<file path="config.mk">
export PLATFORM = sky130hd
export DESIGN_NAME = my_divider_flat
export DESIGN_NICKNAME = d
export VERILOG_FILES = /design/src/rtl/my_divider_pkg.sv /design/src/rtl/my_divider_if.sv /design/src/rtl/my_subtractor.sv /design/src/rtl/my_divider.sv /design/src/flat_wrapper.sv
export SDC_FILE = /design/constraint.sdc
export NUM_CORES = 1
export LEC_CHECK = 0
export BUFFER_PORTS_ARGS = -buffer_cell sky130_fd_sc_hd__buf_2
export CAP_MARGIN = 20
export CELL_PAD_IN_SITES_DETAIL_PLACEMENT = 1
export CELL_PAD_IN_SITES_GLOBAL_PLACEMENT = 1
export CORE_UTILIZATION = 44
export CTS_CLUSTER_DIAMETER = 120
export CTS_CLUSTER_SIZE = 10
export DETAILED_ROUTE_END_ITERATION = 7
export PLACE_DENSITY = 0.83
export SLEW_MARGIN = 20
export SYNTH_ARGS = -nofsm -noshare
export SYNTH_HDL_FRONTEND = slang
export SYNTH_SLANG_ARGS = --single-unit
</file>
<file path="constraint.sdc">
create_clock -name clk -period 3 [get_ports clk]
set_clock_uncertainty 0.05 [all_clocks]
set_input_delay 0.3 -clock clk [delete_from_list [all_inputs] [get_ports clk]]
set_output_delay 0.3 -clock clk [all_outputs]
set_load 0.05 [all_outputs]
</file>
<file path="src/rtl/my_divider_pkg.sv">
// Shared constants and state encoding for the MiniMIPS multi-cycle divider.
package my_divider_pkg;

    localparam int WIDTH = 32;
    localparam int CNT_W = 5;

    localparam logic [WIDTH-1:0] DIV0_QUOTIENT = 32'hFFFF_FFFF;

    typedef enum logic [1:0] {
        IDLE = 2'd0,
        RUN  = 2'd1,
        FIN  = 2'd2
    } div_state_t;

endpackage

</file>
<file path="src/rtl/my_divider_if.sv">
// Host-side request/result bundle for the divider; the host drives start and operands.
interface my_divider_if;
    import my_divider_pkg::*;

    logic             start;
    logic [WIDTH-1:0] dividend;
    logic [WIDTH-1:0] divisor;
    logic             busy;
    logic             done;
    logic [WIDTH-1:0] quotient;
    logic [WIDTH-1:0] remainder;
    logic             div_by_zero;

    modport master (
        output start, dividend, divisor,
        input  busy, done, quotient, remainder, div_by_zero
    );

    modport slave (
        input  start, dividend, divisor,
        output busy, done, quotient, remainder, div_by_zero
    );

endinterface

</file>
<file path="src/rtl/my_subtractor.sv">
// 32-bit subtractor: res = a - b via a + ~b + c0; c=1 means no borrow (a >= b when c0=1).
module my_subtractor
    import my_divider_pkg::*;
(
    input  logic [WIDTH-1:0] a,
    input  logic [WIDTH-1:0] b,
    input  logic             c0,
    output logic [WIDTH-1:0] res,
    output logic             c
);

    assign {c, res} = {1'b0, a} + {1'b0, ~b} + {{WIDTH{1'b0}}, c0};

endmodule

</file>
<file path="src/rtl/my_divider.sv">
// Multi-cycle unsigned restoring divider, one quotient bit per clock, serving DIVU.
//
//   state | meaning
//   IDLE  | waiting for start; operands sampled on the accepting edge
//   RUN   | one trial subtract per clock, 32 iterations
//   FIN   | done pulse for one cycle, results valid from here on
module my_divider
    import my_divider_pkg::*;
(
    input  logic        clk,
    input  logic        reset_n,
    my_divider_if.slave bus
);

    localparam logic [CNT_W-1:0] LAST_ITER = CNT_W'(WIDTH - 1);

    div_state_t       state, state_nxt;
    logic [WIDTH-1:0] r, q, m;
    logic [CNT_W-1:0] count;
    logic [WIDTH-1:0] quotient_q, remainder_q;
    logic             div_by_zero_q;

    logic [WIDTH-1:0] r_shift, sub_res, r_next, q_next;
    logic             sub_c, ok;

    assign r_shift = {r[WIDTH-2:0], q[WIDTH-1]};

    my_subtractor u_sub (
        .a   (r_shift),
        .b   (m),
        .c0  (1'b1),
        .res (sub_res),
        .c   (sub_c)
    );

    // The shifted-out msb means R' is really 33 bits and certainly exceeds M.
    assign ok     = r[WIDTH-1] | sub_c;
    assign r_next = ok ? sub_res : r_shift;
    assign q_next = {q[WIDTH-2:0], ok};

    always_ff @(posedge clk or negedge reset_n) begin
        if (!reset_n) state <= IDLE;
        else          state <= state_nxt;
    end

    always_comb begin
        state_nxt = state;
        bus.busy  = 1'b0;
        bus.done  = 1'b0;
        case (state)
            IDLE: begin
                if (bus.start)
                    state_nxt = (bus.divisor == '0) ? FIN : RUN;
            end
            RUN: begin
                bus.busy = 1'b1;
                if (count == LAST_ITER)
                    state_nxt = FIN;
            end
            FIN: begin
                bus.done  = 1'b1;
                state_nxt = IDLE;
            end
            default: state_nxt = IDLE;
        endcase
    end

    always_ff @(posedge clk or negedge reset_n) begin
        if (!reset_n) begin
            r             <= '0;
            q             <= '0;
            m             <= '0;
            count         <= '0;
            quotient_q    <= '0;
            remainder_q   <= '0;
            div_by_zero_q <= 1'b0;
        end else begin
            case (state)
                IDLE: begin
                    if (bus.start) begin
                        m             <= bus.divisor;
                        q             <= bus.dividend;
                        r             <= '0;
                        count         <= '0;
                        div_by_zero_q <= 1'b0;
                        if (bus.divisor == '0) begin
                            quotient_q    <= DIV0_QUOTIENT;
                            remainder_q   <= bus.dividend;
                            div_by_zero_q <= 1'b1;
                        end
                    end
                end
                RUN: begin
                    r     <= r_next;
                    q     <= q_next;
                    count <= count + CNT_W'(1);
                    if (count == LAST_ITER) begin
                        quotient_q  <= q_next;
                        remainder_q <= r_next;
                    end
                end
                default: ;
            endcase
        end
    end

    assign bus.quotient    = quotient_q;
    assign bus.remainder   = remainder_q;
    assign bus.div_by_zero = div_by_zero_q;

endmodule

</file>
<file path="src/flat_wrapper.sv">
// flat-port wrapper written by rule: the top's interface ports become plain ports
module my_divider_flat import my_divider_pkg::*;
  (clk, reset_n, bus_start, bus_dividend, bus_divisor, bus_busy, bus_done, bus_quotient, bus_remainder, bus_div_by_zero);
  my_divider_if bus_i ();
  input  logic clk;
  input  logic reset_n;
  input wire logic [$bits(bus_i.start)-1:0] bus_start;
  input wire logic [$bits(bus_i.dividend)-1:0] bus_dividend;
  input wire logic [$bits(bus_i.divisor)-1:0] bus_divisor;
  output wire logic [$bits(bus_i.busy)-1:0] bus_busy;
  output wire logic [$bits(bus_i.done)-1:0] bus_done;
  output wire logic [$bits(bus_i.quotient)-1:0] bus_quotient;
  output wire logic [$bits(bus_i.remainder)-1:0] bus_remainder;
  output wire logic [$bits(bus_i.div_by_zero)-1:0] bus_div_by_zero;
  assign bus_i.start = bus_start;
  assign bus_i.dividend = bus_dividend;
  assign bus_i.divisor = bus_divisor;
  assign bus_busy = bus_i.busy;
  assign bus_done = bus_i.done;
  assign bus_quotient = bus_i.quotient;
  assign bus_remainder = bus_i.remainder;
  assign bus_div_by_zero = bus_i.div_by_zero;
  my_divider u_core (.clk(clk), .reset_n(reset_n), .bus(bus_i));
endmodule
</file>
-- Yosys cells after proc, flatten, opt, wreduce, memory -nomap -nowiden
Index checks and enable logic that the tools add are counted.
- register bits: 168
- output and inout bits: 67
- word-level logic and storage cells: 48
- add/sub/neg operators: 3
- reduce and logical (&&, ||, !) cells: 7
- eq/ne operators: 6
- muxes and demuxes: 22
- bitwise gates (word level): 2
- operator list (kind ; number):
    32-bit two-way mux ; 9
    32-bit case mux with 2 select lines ; 4
    32-bit by 32-bit adder with 33-bit output ; 1
    33-bit by 1-bit adder with 33-bit output, second input constant ; 1
    32-bit zero test ; 1
    32-bit inverter ; 1
    5-bit case mux with 2 select lines ; 1
    2-bit two-way mux ; 3
    2-bit AND reduction ; 3
    5-bit by 1-bit adder with 5-bit output, second input constant ; 1
    5-bit == test, second input constant ; 1
    5-bit two-way mux ; 1
    2-bit by 1-bit inequality test with 1-bit output, second input constant ; 2
    2-bit case mux with 2 select lines ; 1
    4-bit AND reduction ; 1
    1-bit two-way mux ; 3
    2-bit by 1-bit == test with 1-bit output, second input constant ; 1
    2-bit == test, second input constant ; 1
    2-bit zero test ; 1
    2-bit inequality test, second input constant ; 1
    2-bit nonzero test ; 1
    1-bit bitwise OR ; 1

-- Logic depth before layout (Yosys ltp)
- depth in word-level cells: 7
- mapped depth: 13
- mapped depth without buffers: 11

-- Cells and area by module
Synthesis repeated with hierarchy kept, for this count alone.
- cells, all modules: 940
- area, all modules: 9009.9 um^2
- modules (own cells, without submodules) (module ; area an instance (um^2) ; cells each ; seq. area each (um^2) ; instances):
    my_divider ; 7185.6 ; 670 ; 4204.0 ; 1
    my_subtractor ; 1824.2 ; 270 ; 0.0 ; 1

-- Least setup slack after synthesis
No wires, ideal clock.
- path type: reg-to-reg
- from: register u_core.m[0]
- to: register u_core.r[29]
- arrival: 2.470 ns
- clock period less this slack: 2.655 ns
- setup slack: 0.345 ns
- buffers on the path: 2
- stages on the path, launching flop included: 13
- library setup time: 0.135 ns
- path through: dfrtp_1 > ha_1 > fa_1 > nand2b_1 > a21oi_1 > o21a_1 > o31a_2 > a21oi_1 > a21o_2 > buf_12 > buf_6 > a32oi_1 > o31ai_1
- longest elaborated chain between the ends: 6
- RTL lines (item ; line ; RTL):
    start: declaration ; my_divider.sv:18 ; logic [WIDTH-1:0] r, q, m;
    start signal: assignment ; my_divider.sv:81 ; m <= bus.divisor;
    32-bit inverter (*) ; my_subtractor.sv:12 ; assign {c, res} = {1'b0, a} + {1'b0, ~b} + {{WIDTH{1'b0}}, c0};
    32-bit by 32-bit adder with 33-bit output (*) ; my_subtractor.sv:12 ;
    33-bit by 1-bit adder with 33-bit output (*) ; my_subtractor.sv:12 ;
    1-bit bitwise OR ; my_divider.sv:37 ; assign ok = r[WIDTH-1] | sub_c;
    32-bit two-way mux (*) ; my_divider.sv:38 ; assign r_next = ok ? sub_res : r_shift;
    32-bit case mux with 2 select lines (*) ; my_divider.sv:78 ; case (state)
    end signal: assignment ; my_divider.sv:94 ; r <= r_next;
    end: declaration ; my_divider.sv:18 ;
Mark *: on every way between the ends. The rest lies on a longest branch, timed or not.
A chain may end at the register's enable or synchronous reset.

-- Final worst setup path
- from: register u_core.r[24]
- to: register u_core.remainder_q[13], in the netlist u_core.bus.remainder[13]
- longest elaborated chain between the ends: 6
- RTL lines (item ; line ; RTL):
    32-bit by 32-bit adder with 33-bit output ; my_subtractor.sv:12 ;
    33-bit by 1-bit adder with 33-bit output ; my_subtractor.sv:12 ;
    1-bit bitwise OR ; my_divider.sv:37 ;
    32-bit two-way mux ; my_divider.sv:38 ;
    32-bit two-way mux ; my_divider.sv:97 ; if (count == LAST_ITER) begin
    32-bit case mux with 2 select lines ; my_divider.sv:78 ;
    end signal: assignment ; my_divider.sv:88 ; remainder_q <= bus.dividend;
    end signal: assignment ; my_divider.sv:99 ; remainder_q <= r_next;
    end: declaration ; my_divider.sv:20 ; logic [WIDTH-1:0] quotient_q, remainder_q;
Every way passes these cells. The select of a mux whose other input is x is not followed.

==> metrics <==
status finished with violations; violated checks setup timing; Final Hold Violating Endpoints 0; cell row count 51; count leader, synth dfrtp_1; top cell type's share of synthesized area 46.68%; full die area 21050 um2; Worst-Margin Slew 0.7738 ns; Hold Path Sink u_core.m[27]; synthesized area per cell 8.847 um2; Req. time, crit path 3.23 ns; #FFs+latches synth ~170; Clock Root Buffer clkbuf_16; Die X 145.1 um; largest net degree at the start of global routing 75; Setup-failing EPs final 16; Max stage delay on crit path roughly 0.48 ns; deepest clock path buffer count 2; fin worst setup slack -0.05314 ns; final antenna-violating net count 0; Worst Reg2Reg Path Length in Cells 10; Synth area leader dfrtp_1; Top FF cell, synth dfrtp_1; fin crit period approximately 3.1 ns; Crit path max-delay family compound AO/OA/AOI/OAI gates; top post-synthesis cells by count 168 x dfrtp_1, 155 x nand2_1, 93 x nor2_1; CTS tree built; fin crit share 101.8%; Worst Min Path Start bus_divisor[27]; max-cap violation count 0; Slew HR ~48%; Port Buffer Count 133; Worst Hold Depth 3; ranking of synthesized cells by area dfrtp_1 47%, nand2_1 6.5%, a21oi_1 5.1%; wire per inst 21.43 um; YS warnings 0; syn nets 1120; fillers between 2000 and 2500; Synth async-reset ratio 100.0%; Nets approximately 1200; Core ar. 19780 um2; setup tns final -0.4041 ns; Worst Hold Class in -> reg; Max Freq 327.5 MHz; First-pass DRT Iterations 5; DIE HEIGHT 145.1 um; slowest cell on the critical path dfrtp_1; Slew Limit Fails 0; register area roughly 4200 um2; hold slack 0.03976 ns; Syn Std Cell Area 9006 um2; synthesized netlist cell count 1018; DRT iter0 DRCs around 740; global route overflow 0; vias in the first global route 8320; Worst setup EP type flip-flop; kind of critical path reg -> reg; DR vias 8426; Worst Path Buf+Inv 1; layout cells sized above 1 22.09%; final wirelength 30520 um; CP Max Fanout 6; clock tree sinks approximately 170; GRT Overall Usage between 20% and 30%; worst r2r dst u_core.bus.remainder[13]; post-DR vias/cell ~6; Num CTS Buffers 17; clock latency at the later pin of the worst-skew pair 0.43 ns; total area of multi-input combinational cells around 4600 um2; drt drc 0; most used cell, CP a21o_1; starting density of the core 45.53%; cells along the critical path ha_1 -> a21o_1 -> a21o_1 -> a211oi_1 -> nor2_1 -> nor4_1 -> a21o_4 -> clkbuf_16 -> mux2i_1 -> o21ai_1; R2R Setup Slk -0.05 ns; first-pass GRT wire length 45310 um; Seq/Total Area, Yosys between 40% and 50%; RR Startpoint u_core.r[24]; EDFF count, synth 0; P&R area growth vs syn 21.35%; Ant. Diodes 0; CTS clock-pin slew for the worst setup and hold paths 0.07 ns; hpwl dp 19840 um; Placer Congestion around 0.9; final std cell area, no fill 10930 um2; Boundary Pins 134; antenna violations before repair 0; Worst EP arrival 3.28 ns; synth unique cells 66; Util after Layout a little under three fifths; Post-DP Area ~10000 um2; CP Launch Type flip-flop; H-tree lvl count 4
==> cells in the final DEF, fill, tap and decap left out, types with 4 or more instances in the layout <==
cell type / netlist / routed
o211ai_1: 4 / 4
nand2b_1: 6 / 4
o21ai_0: 45 / 44
nor4_1: 11 / 10
mux2i_1: 31 / 16
a21oi_2: 3 / 5
inv_1: 39 / 38
clkbuf_16: 0 / 20
nand4_1: 7 / 7
buf_2: 9 / 132
inv_6: 0 / 6
o22ai_1: 10 / 10
o21ai_1: 54 / 54
and3_1: 28 / 28
a21oi_1: 92 / 90
buf_12: 2 / 5
a211oi_1: 10 / 8
mux2i_2: 0 / 14
nor3_1: 9 / 8
inv_8: 0 / 4
ha_1: 34 / 29
nor2_1: 93 / 93
dfrtp_1: 168 / 166
o21a_1: 6 / 6
xnor2_1: 18 / 18
buf_4: 0 / 31
a21o_1: 16 / 16
nand2_1: 155 / 155
nand3_1: 17 / 17
xor2_1: 7 / 7
nor2b_1: 6 / 6
a31oi_1: 37 / 36
==> logic make-up after synthesis <==
group / after synthesis / share of synthesized area (%)
simple gates: 349 / 17.16
compound gates: 302 / 19.81
flops: 168 / 46.68
buf+inv: 105 / 5.113
fa+ha+maj: 35 / 4.946
mux: 34 / 3.862
xor+xnor: 25 / 2.431
==> worst register-to-register path: cells and delay by family (launching register included) <==
kind,cells,cell delay [ns]
AOI/OAI and AO/OA,5,1.12
adders and majority gates,1,0.34
buffers and inverters,1,0.20
DFF,1,0.48
muxes,1,0.27
and+or+nand+nor,2,0.45
==> worst max-delay path by stage <==
stage | from | to | depth (start not counted)
2_1_floorplan | u_core.m[0] | u_core.r[29] | 12
3_3_place_gp | bus_divisor[5] | u_core.bus.remainder[30] | 7
3_5_place_dp | u_core.r[11] | u_core.r[29] | 12
4_1_cts | u_core.r[11] | u_core.r[29] | 12
5_1_grt | u_core.r[28] | u_core.bus.remainder[13] | 9
6_report | u_core.r[24] | u_core.bus.remainder[13] | 10
==> registers in the layout, indices dropped and copies added, names as in the netlist <==
name                    flops
u_core.state                2
u_core.m                   32
u_core.count                5
u_core.r                   32
u_core.bus.remainder       32
u_core.q                   32
u_core.bus.div_by_zero      1
u_core.bus.quotient        32
==> cell type report <==
type | instances | share of cell area (%)
Multi-Input combinational cell | 745 | 41.67
Clock buffer | 18 | 4.018
Timing Repair Buffer | 174 | 10.07
Inverter | 40 | 1.374
Tap cell | 265 | 3.034
Clock inverter | 14 | 1.339
Sequential cell | 168 | 38.49
==> metal layers <==
| layer | global-route usage (%) | wire length [um] | vias to the layer above |
|---|---|---|---|
| li1 | - | - | 3833 |
| met1 | 39.09 | 13460 | 4217 |
| met2 | 42.64 | 14470 | 315 |
| met3 | 4.119 | 1644 | 61 |
| met4 | 7.579 | 937 | 0 |
| met5 | 0 | 0 | - |
==> through the flow <==
step / cells / setup WS [ns]
floorplan: 1018 / 0.3451
global placement: 1385 / 0.1063
detailed placement: 1385 / 0.01997
CTS: 1418 / 0.01347
global route: 1424 / -0.1269
finish: 1424 / -0.05314
==> what timing repair did <==
action / 4_1_cts / 5_1_grt
pin swaps: 0 / 5
setup buffers: 0 / 2
cloned: 0 / 4
endpoints found under the setup margin: 20 / 34
gates resized for setup: 2 / 41
hold endpoints to repair: 50 / 0
hold buffers: 1 / 0
Power is left out: the tool's default activity adds up to more than one toggle a clock period on the data nets, which glitch-free logic cannot reach.
